`config.mk`:
```
export PLATFORM = sky130hd
export DESIGN_NAME = wb_port_decoder_flat
export DESIGN_NICKNAME = d
export VERILOG_FILES = /design/src/rtl/wb_port_decoder_pkg.sv /design/src/rtl/wb_port_decoder_if.sv /design/src/rtl/wb_port_decoder_onehot_dec.sv /design/src/rtl/wb_port_decoder.sv /design/src/flat_wrapper.sv
export SDC_FILE = /design/constraint.sdc
export NUM_CORES = 1
export LEC_CHECK = 0
export BUFFER_PORTS_ARGS = -buffer_cell sky130_fd_sc_hd__buf_2
export CORE_ASPECT_RATIO = 2
export CORE_MARGIN = 2
export CORE_UTILIZATION = 50
export CTS_CLUSTER_DIAMETER = 30
export DETAILED_ROUTE_END_ITERATION = 8
export PLACE_DENSITY = 0.84
export SETUP_SLACK_MARGIN = 0.4
export SLEW_MARGIN = 5
export SYNTH_ARGS = -nofsm -noshare
export SYNTH_HDL_FRONTEND = slang
export SYNTH_HIERARCHICAL = 1
export SYNTH_SLANG_ARGS = --single-unit
```
`constraint.sdc`:
```
create_clock -name clk -period 3.7 [get_ports clk]
set_input_delay 1.11 -clock clk [delete_from_list [all_inputs] [get_ports clk]]
set_output_delay 1.11 -clock clk [all_outputs]
set_load 0.05 [all_outputs]
```
`src/rtl/wb_port_decoder_pkg.sv`:
```
// Shared types and constants for the register-file write-enable decoder.
// The block and its interface import this package with: import wb_dec_pkg::*;
package wb_dec_pkg;

  // Default register address width (16 architectural registers).
  localparam int ADDR_W_DEF = 4;

  // Width of the deferred-write (conflict) event counter.
  localparam int CNT_W = 16;

  // PASS: port B is accepted directly.
  // HOLD: a deferred B write waits in the hold buffer.
  typedef enum logic [0:0] {
    PASS = 1'b0,
    HOLD = 1'b1
  } state_t;

endpackage : wb_dec_pkg

```
`src/rtl/wb_port_decoder_if.sv`:
```
// Bus bundle between the writeback stage (master) and the decoder (slave).
//
// Handshake semantics:
//   Port A has no handshake. It is sampled on every rising edge where en=1
//   and never stalls.
//   Port B uses valid/ready. A transfer happens on a rising edge where
//   b_valid & b_ready. The master must hold b_valid and b_addr stable
//   until that edge. b_ready may drop without a pending request and does
//   not depend on b_valid.
interface wb_port_decoder_if
  import wb_dec_pkg::*;
#(
  parameter int ADDR_W = ADDR_W_DEF
);
  localparam int NUM_OUT = 1 << ADDR_W;

  logic              en;
  logic              a_valid;
  logic [ADDR_W-1:0] a_addr;
  logic              b_valid;
  logic [ADDR_W-1:0] b_addr;
  logic              b_ready;
  logic [NUM_OUT-1:0] sel_a;
  logic [NUM_OUT-1:0] sel_b;
  logic              we_any;
  logic              conflict;
  logic [CNT_W-1:0]  conflict_cnt;

  modport master (
    output en, a_valid, a_addr, b_valid, b_addr,
    input  b_ready, sel_a, sel_b, we_any, conflict, conflict_cnt
  );

  modport slave (
    input  en, a_valid, a_addr, b_valid, b_addr,
    output b_ready, sel_a, sel_b, we_any, conflict, conflict_cnt
  );

endinterface : wb_port_decoder_if

```
`src/rtl/wb_port_decoder_onehot_dec.sv`:
```
// Combinational address to one-hot decoder with an enable.
// When disabled, the output is all zeros.
module onehot_dec #(
  parameter int ADDR_W = 4
) (
  input  logic [ADDR_W-1:0]        addr,
  input  logic                     enable,
  output logic [(1 << ADDR_W)-1:0] onehot
);

  // Set the single bit selected by addr when enabled.
  always_comb begin
    onehot = '0;
    if (enable) onehot[addr] = 1'b1;
  end

endmodule : onehot_dec

```
`src/rtl/wb_port_decoder.sv`:
```
// Registered write-enable decoder for two register-file write ports.
// Port A (ALU result) always wins. If port B (load writeback) targets the
// same register on the same cycle, B is deferred through a one-entry hold
// buffer and b_ready is dropped until the held write has issued.
//
// Optional feature, macro WB_PORT_DECODER_CONFLICT_CNT_EN:
//   Defined:   conflict_cnt is a saturating count of deferral cycles.
//   Undefined: conflict_cnt is tied to zero and no counter flops exist.
module wb_port_decoder
  import wb_dec_pkg::*;
#(
  parameter int ADDR_W = ADDR_W_DEF
) (
  input  logic               clk,
  input  logic               reset_n,
  wb_port_decoder_if.slave   bus,
  output state_t             state_dbg
);

  localparam int NUM_OUT = 1 << ADDR_W;

  state_t             state_q;
  state_t             state_d;
  logic [ADDR_W-1:0]  hold_addr_q;
  logic [ADDR_W-1:0]  hold_addr_d;
  logic [NUM_OUT-1:0] sel_a_q;
  logic [NUM_OUT-1:0] sel_b_q;
  logic [NUM_OUT-1:0] sel_a_d;
  logic [NUM_OUT-1:0] sel_b_d;
  logic               we_any_q;
  logic               we_any_d;
  logic               conflict_q;
  logic               conflict_d;

  logic [NUM_OUT-1:0] oh_a;
  logic [NUM_OUT-1:0] oh_b;
  logic [ADDR_W-1:0]  b_path_addr;
  logic               b_ready;
  logic               b_xfer;
  logic               collide;

  // B is offered only in PASS with decode enabled. Gating with reset_n
  // ensures the master never sees a transfer that would be discarded.
  assign b_ready = bus.en & reset_n & (state_q == PASS);
  assign b_xfer  = bus.b_valid & b_ready;

  // The B decoder serves the live request in PASS and the held one in HOLD.
  assign b_path_addr = (state_q == HOLD) ? hold_addr_q : bus.b_addr;

  // A collision means port A targets the register that B wants this cycle.
  assign collide = bus.a_valid & (bus.a_addr == b_path_addr);

  onehot_dec #(.ADDR_W(ADDR_W)) u_dec_a (
    .addr   (bus.a_addr),
    .enable (bus.en & bus.a_valid),
    .onehot (oh_a)
  );

  onehot_dec #(.ADDR_W(ADDR_W)) u_dec_b (
    .addr   (b_path_addr),
    .enable (1'b1),
    .onehot (oh_b)
  );

  // Next-state and next-output decode. Port A always issues; B issues
  // only when it does not collide with A.
  always_comb begin
    state_d     = state_q;
    hold_addr_d = hold_addr_q;
    sel_a_d     = oh_a;
    sel_b_d     = '0;
    conflict_d  = 1'b0;
    if (bus.en) begin
      case (state_q)
        PASS: begin
          if (b_xfer) begin
            if (collide) begin
              hold_addr_d = bus.b_addr;
              conflict_d  = 1'b1;
              state_d     = HOLD;
            end else begin
              sel_b_d = oh_b;
            end
          end
        end
        HOLD: begin
          if (collide) begin
            conflict_d = 1'b1;
          end else begin
            sel_b_d = oh_b;
            state_d = PASS;
          end
        end
        default: state_d = PASS;
      endcase
    end
    we_any_d = (|sel_a_d) | (|sel_b_d);
  end

  // FSM and registered outputs. Reset drops any held B write.
  always_ff @(posedge clk) begin
    if (!reset_n) begin
      state_q     <= PASS;
      hold_addr_q <= '0;
      sel_a_q     <= '0;
      sel_b_q     <= '0;
      we_any_q    <= 1'b0;
      conflict_q  <= 1'b0;
    end else begin
      state_q     <= state_d;
      hold_addr_q <= hold_addr_d;
      sel_a_q     <= sel_a_d;
      sel_b_q     <= sel_b_d;
      we_any_q    <= we_any_d;
      conflict_q  <= conflict_d;
    end
  end

`ifdef WB_PORT_DECODER_CONFLICT_CNT_EN
  logic [CNT_W-1:0] cnt_q;

  // Count deferral cycles. The count saturates at all-ones and is
  // cleared only by reset.
  always_ff @(posedge clk) begin
    if (!reset_n) begin
      cnt_q <= '0;
    end else if (conflict_d && (cnt_q != {CNT_W{1'b1}})) begin
      cnt_q <= cnt_q + 1'b1;
    end
  end

  assign bus.conflict_cnt = cnt_q;
`else
  assign bus.conflict_cnt = '0;
`endif

  assign bus.b_ready  = b_ready;
  assign bus.sel_a    = sel_a_q;
  assign bus.sel_b    = sel_b_q;
  assign bus.we_any   = we_any_q;
  assign bus.conflict = conflict_q;
  assign state_dbg    = state_q;

endmodule : wb_port_decoder

```
`src/flat_wrapper.sv`:
```
// flat-port wrapper written by rule: the top's interface ports become plain ports
module wb_port_decoder_flat import wb_dec_pkg::*;
#(
  parameter int ADDR_W = ADDR_W_DEF
)
  (clk, reset_n, state_dbg, bus_en, bus_a_valid, bus_a_addr, bus_b_valid, bus_b_addr, bus_b_ready, bus_sel_a, bus_sel_b, bus_we_any, bus_conflict, bus_conflict_cnt);
  wb_port_decoder_if #(.ADDR_W(ADDR_W)) bus_i ();
  input  logic clk;
  input  logic reset_n;
  output state_t state_dbg;
  input wire logic [$bits(bus_i.en)-1:0] bus_en;
  input wire logic [$bits(bus_i.a_valid)-1:0] bus_a_valid;
  input wire logic [$bits(bus_i.a_addr)-1:0] bus_a_addr;
  input wire logic [$bits(bus_i.b_valid)-1:0] bus_b_valid;
  input wire logic [$bits(bus_i.b_addr)-1:0] bus_b_addr;
  output wire logic [$bits(bus_i.b_ready)-1:0] bus_b_ready;
  output wire logic [$bits(bus_i.sel_a)-1:0] bus_sel_a;
  output wire logic [$bits(bus_i.sel_b)-1:0] bus_sel_b;
  output wire logic [$bits(bus_i.we_any)-1:0] bus_we_any;
  output wire logic [$bits(bus_i.conflict)-1:0] bus_conflict;
  output wire logic [$bits(bus_i.conflict_cnt)-1:0] bus_conflict_cnt;
  assign bus_i.en = bus_en;
  assign bus_i.a_valid = bus_a_valid;
  assign bus_i.a_addr = bus_a_addr;
  assign bus_i.b_valid = bus_b_valid;
  assign bus_i.b_addr = bus_b_addr;
  assign bus_b_ready = bus_i.b_ready;
  assign bus_sel_a = bus_i.sel_a;
  assign bus_sel_b = bus_i.sel_b;
  assign bus_we_any = bus_i.we_any;
  assign bus_conflict = bus_i.conflict;
  assign bus_conflict_cnt = bus_i.conflict_cnt;
  wb_port_decoder #(.ADDR_W(ADDR_W)) u_core (.clk(clk), .reset_n(reset_n), .bus(bus_i), .state_dbg(state_dbg));
endmodule
```
Word level (Yosys, flattened, before mapping)
Cells that the tools add are included.
{ "totals": {"word_cells": 37, "ff_bits": 39, "inputBits": 13, "out_inout_bits": 52} }
{ "classes": {"magnitude_cmp": 4, "reduce_logical": 6, "n_eq_ne": 1, "bitwise": 7, "n_mux": 13} }
{ "op_table": {"columns": ["operator", "n"], "rows": [
  ["$mux W16", 4],
  ["$pmux W16 S2", 1],
  ["$reduce_or A16 Y1", 2],
  ["$lt A4 B5 Y1 const B", 2],
  ["$demux W1 S4", 2],
  ["$ge A4 B1 Y1 const B", 2],
  ["$and A1 B1 Y1", 5],
  ["$eq A4 B4 Y1", 1],
  ["$mux W1", 4],
  ["$mux W4", 1],
  ["$reduce_and A4 Y1", 1],
  ["$logic_and A1 B1 Y1", 2],
  ["$pmux W1 S2", 1],
  ["$reduce_and A2 Y1", 1],
  ["$not A1 Y1", 1],
  ["$or A1 B1 Y1", 1]
]} }

Logic depth before layout (Yosys ltp)
{ "depth": {"depth_word": 11, "mapped_depth": 9, "ltp_nobuf": 8} }

Modules after synthesis
Netlist, hierarchy kept.
{ "by_module_without_submodules": {"columns": ["mod", "seq_area_each_um2", "cells_each", "n_inst", "area_per_inst_um2"], "rows": [
  ["wb_port_decoder", 780.7, 145, 1, 1478.9],
  ["onehot_dec at u_core.u_dec_a", 0.0, 23, 1, 120.1],
  ["onehot_dec at u_core.u_dec_b", 0.0, 23, 1, 117.6]
]} }

Worst setup path after synthesis
No wires, ideal clock.
{ "synth_path": {"kind": "input port to output port", "start": "in reset_n", "end": "out bus_b_ready", "n_path_buf": 1, "setup_slack_ns": 0.474, "required_ns": 2.590, "t_arrival_ns": 2.116, "path_stages": 3, "cell_sequence": "clkbuf_1 > nand2_1 > nor2_1"} }
{ "synth_via": {"elab_chain_len": 2} }
{ "synth_lines": {"columns": ["element", "line_no", "text"], "rows": [
  ["start: declaration", "flat_wrapper.sv:9", "input logic reset_n;"],
  ["$and A1 B1 Y1 (2 in series)", "wb_port_decoder.sv:44", "assign b_ready = bus.en & reset_n & (state_q == PASS);"],
  ["end: declaration", "flat_wrapper.sv:16", "output wire logic [$bits(bus_i.b_ready)-1:0] bus_b_ready;"]
]} }
No other way between the ends.

Final worst setup path
{ "layout_path": {"start": "in bus_en", "end": "out bus_b_ready"} }
{ "layout_via": {"elab_chain_len": 2} }
{ "layout_lines": {"columns": ["element", "line_no", "text"], "rows": [
  ["start: declaration", "flat_wrapper.sv:11", "input wire logic [$bits(bus_i.en)-1:0] bus_en;"],
  ["$and A1 B1 Y1 (2 in series)", "wb_port_decoder.sv:44", null]
]} }
No other way between the ends.

==> flow_summary.json <==
{
  "critPathMaxFanout": 6,
  "seq_power_share_pct": 44.9,
  "postSynth.topFlopCell": "dfxtp_1",
  "critical_path_slowest_stage_cell": "buf_2",
  "synthToLayoutAreaGrowth_pct": 19.46,
  "port_buffers": 48,
  "postCtsResizedCells": 0,
  "slowest_delay_ns": 0.28,
  "maxSlewViolCount": 0,
  "chipWidth_um": 45.43,
  "placementRows": 30,
  "place.detailed.hpwl_um": 2495,
  "globalRouteTotalUtil_pct": 18.33,
  "synthesis.instances": 191,
  "fin_ws_ns": 0.8733,
  "antenna_left": 0,
  "max-clock-path-buffers": 2,
  "synth.top_cells.by_area": "dfxtp_1, and2_1, buf_4",
  "proportion_of_power_drawn_by_the_clock_network_pct": 42.6,
  "timing.fmax_mhz": 353.8,
  "finalCriticalPeriod_ns": 2.827,
  "cts_hold_buffers": 0,
  "drt_iter0_drcs": 11,
  "netlist.top_cell.by_area": "dfxtp_1",
  "setup_total_negative_slack_ns": 0,
  "die-area_um2": 3946,
  "path_buf_inv": 2,
  "grt_first_pass_wirelength_um": 5209,
  "register_area_um2": 780.7,
  "detailedRoute.firstPassIterationCount": 4,
  "cts_post_setup_buffers_inserted": 0,
  "avgRoutedWirePerCell_um": 11.69,
  "synth.most_common_cell": "dfxtp_1",
  "globalRouteOverflowTotal": 0,
  "yosys_warnings": 6,
  "path_common_cell": "buf_2",
  "total_area_of_multi_input_combinational_cells_um2": 830.8,
  "combinational_share_of_power_pct": 12.5,
  "totalWireLength_um": 3237,
  "critPathTopFamily": "buffers and inverters",
  "yosysUniqueCellTypes": 29,
  "power_leakage_nw": 0.9984,
  "worstHoldPathType": "reg2reg",
  "chipHeight_um": 86.87,
  "num-fill-cells": 310,
  "final_hold_viol_count": 0,
  "rsz0062_at_grt": "no",
  "yosysSeqAreaShare_pct": 45.48,
  "synth.cell_area_um2": 1717,
  "switchingPower_mw": 0.2278,
  "setup_viol_count_final": 0,
  "timing.critical_path.to_type": "primary output",
  "timing_worst_setup_path_type": "in2out",
  "skew_ns": 0.003807,
  "timing.critical_path.required_ns": 2.59,
  "power.density_cell_area_nw_per_um2": 461.5,
  "tritoncts_clock_tree": "yes",
  "final_net_count": 257,
  "internal_dissipation_mw": 0.7186,
  "max_cap_violations": 0,
  "critical_path.cell_chain": "buf_2, nand2_1, nor2_1, buf_2",
  "netlist.area_leader.share_pct": 45.48,
  "pre_cts_slack_ns": 0.8757,
  "final_power_mw": 0.9464,
  "drc": 0,
  "cts.reportedPaths.clkPinSlew_ns": 0.07,
  "synth-edff-count": 0,
  "async_flop_share_pct": 0,
  "antenna_cells_inserted": 0,
  "worst_setup_path_start_kind": "input pin",
  "sw_share_pct": 24.07,
  "initial_utilization_pct": 51.39,
  "clkLatencyLatePin_ns": 0.28,
  "cts_root_buf": "clkbuf_8",
  "maximum_number_of_pins_on_one_net_before_global_route_repair": 28,
  "peakVddDrop_mv": 0.2833,
  "io_pins": 65,
  "cts_inserted_buffers": 5,
  "finalWeightedCongestion": 0.8666,
  "clkSinkCount": 39,
  "synthesis.area_per_instance_um2": 8.988,
  "floorplan.core_area_um2": 3341,
  "route.vias.total": 1379,
  "drive_above_1_share_pct": 26.12,
  "final_min_period_over_clock_period_pct": 76.40,
  "arrival_time_at_the_worst_endpoint_ns": 1.72,
  "synth_top_cells_by_count": "dfxtp_1, and2_1, nor2_1",
  "ys_seq_elements": 39,
  "grt_pass1_vias": 1240,
  "run_status": "finished clean",
  "vias_per_cell": 4.978,
  "htree_num_levels": 2,
  "antenna_found_initial": 0
}
[layout make-up]
type | instances | share of cell area [%]
Inverter | 5 | 0.9152
Sequential cell | 39 | 38.07
Tap cell | 32 | 1.952
Timing Repair Buffer | 49 | 12.08
Clock buffer | 6 | 3.539
Multi-Input combinational cell | 144 | 40.51
Clock inverter | 2 | 2.929
[through the flow]
stage | cell area (um2) | util (%) | cells | hold WS [ns]
2_1_floorplan | 1784 | - | 209 | 0.4344
3_3_place_gp | 1918 | 57.42 | 269 | 0.4418
3_5_place_dp | 1918 | 57.42 | 269 | 0.4570
4_1_cts | 2051 | 61.39 | 277 | 0.4671
5_1_grt | 2051 | 61.39 | 277 | 0.4959
6_report | 2051 | 61.39 | 277 | 0.4615
[placed cells by master (no fill, tap or decap), types with 3 or more instances in the layout]
cell / instances
buf_2: 48
dfxtp_1: 39
and2_1: 33
nor2_1: 25
conb_1: 20
nand2_1: 13
mux2i_1: 9
nor4_1: 8
nor3_1: 6
clkbuf_8: 5
inv_1: 5
nand2b_1: 5
nand3b_1: 4
xor2_1: 3
[worst paths after layout]
check | startpoint | to | slack [ns] | cells after the start
min reg2reg | u_core/hold_addr_q[3]$_SDFFE_PN0P_ | u_core/hold_addr_q[3]$_SDFFE_PN0P_ | 0.46 | 2
min | u_core/hold_addr_q[3]$_SDFFE_PN0P_ | u_core/hold_addr_q[3]$_SDFFE_PN0P_ | 0.46 | 2
max reg2reg | u_core/state_dbg$_SDFFE_PN0P_ | u_core/bus.we_any$_SDFF_PN0_ | 1.43 | 8
max | bus_en | bus_b_ready | 0.87 | 4
[state kept, by name, summed over array words and instances, names as in the netlist]
name,count
u_core/bus.sel_a,16
u_core/bus.sel_b,16
u_core/hold_addr_q,4
u_core/bus.conflict,1
u_core/bus.we_any,1
u_core/state_dbg,1
[worst reg2reg max path, cell delays in order, from the launching register on]
cell and delay (ns):
dfxtp_1 0.53, mux2i_1 0.36, inv_1 0.20, nand2_1 0.20, nor2_1 0.08, nor4_1 0.36, a41oi_1 0.17, a31oi_1 0.19
nor2b_1 0.06
[kinds of logic after synthesis]
group | synth area share, %
compound gates | 2.333
xor+xnor | 1.531
buf+inv | 10.06
flops | 45.48
mux | 5.248
other cells | 0.4375
simple gates | 34.91
[routing by layer]
metal  track usage (%)  wire length, um  vias to the layer above
li1                  -                -                      695
met1             15.68             1136                      618
met2             33.80             1800                       56
met3             4.772              170                       10
met4             12.03              129                        0
met5                 0                0                        -
[power by group through the flow]
stage          Sequential (mW)  Combinational (mW)  Clock (mW)
2_1_floorplan            0.445              0.0955           0
3_3_place_gp             0.434               0.114           0
3_5_place_dp             0.434               0.116           0
4_1_cts                  0.425               0.118       0.411
5_1_grt                  0.425               0.127       0.426
6_report                 0.425               0.119       0.403
(Power assumes the default switching activity.)
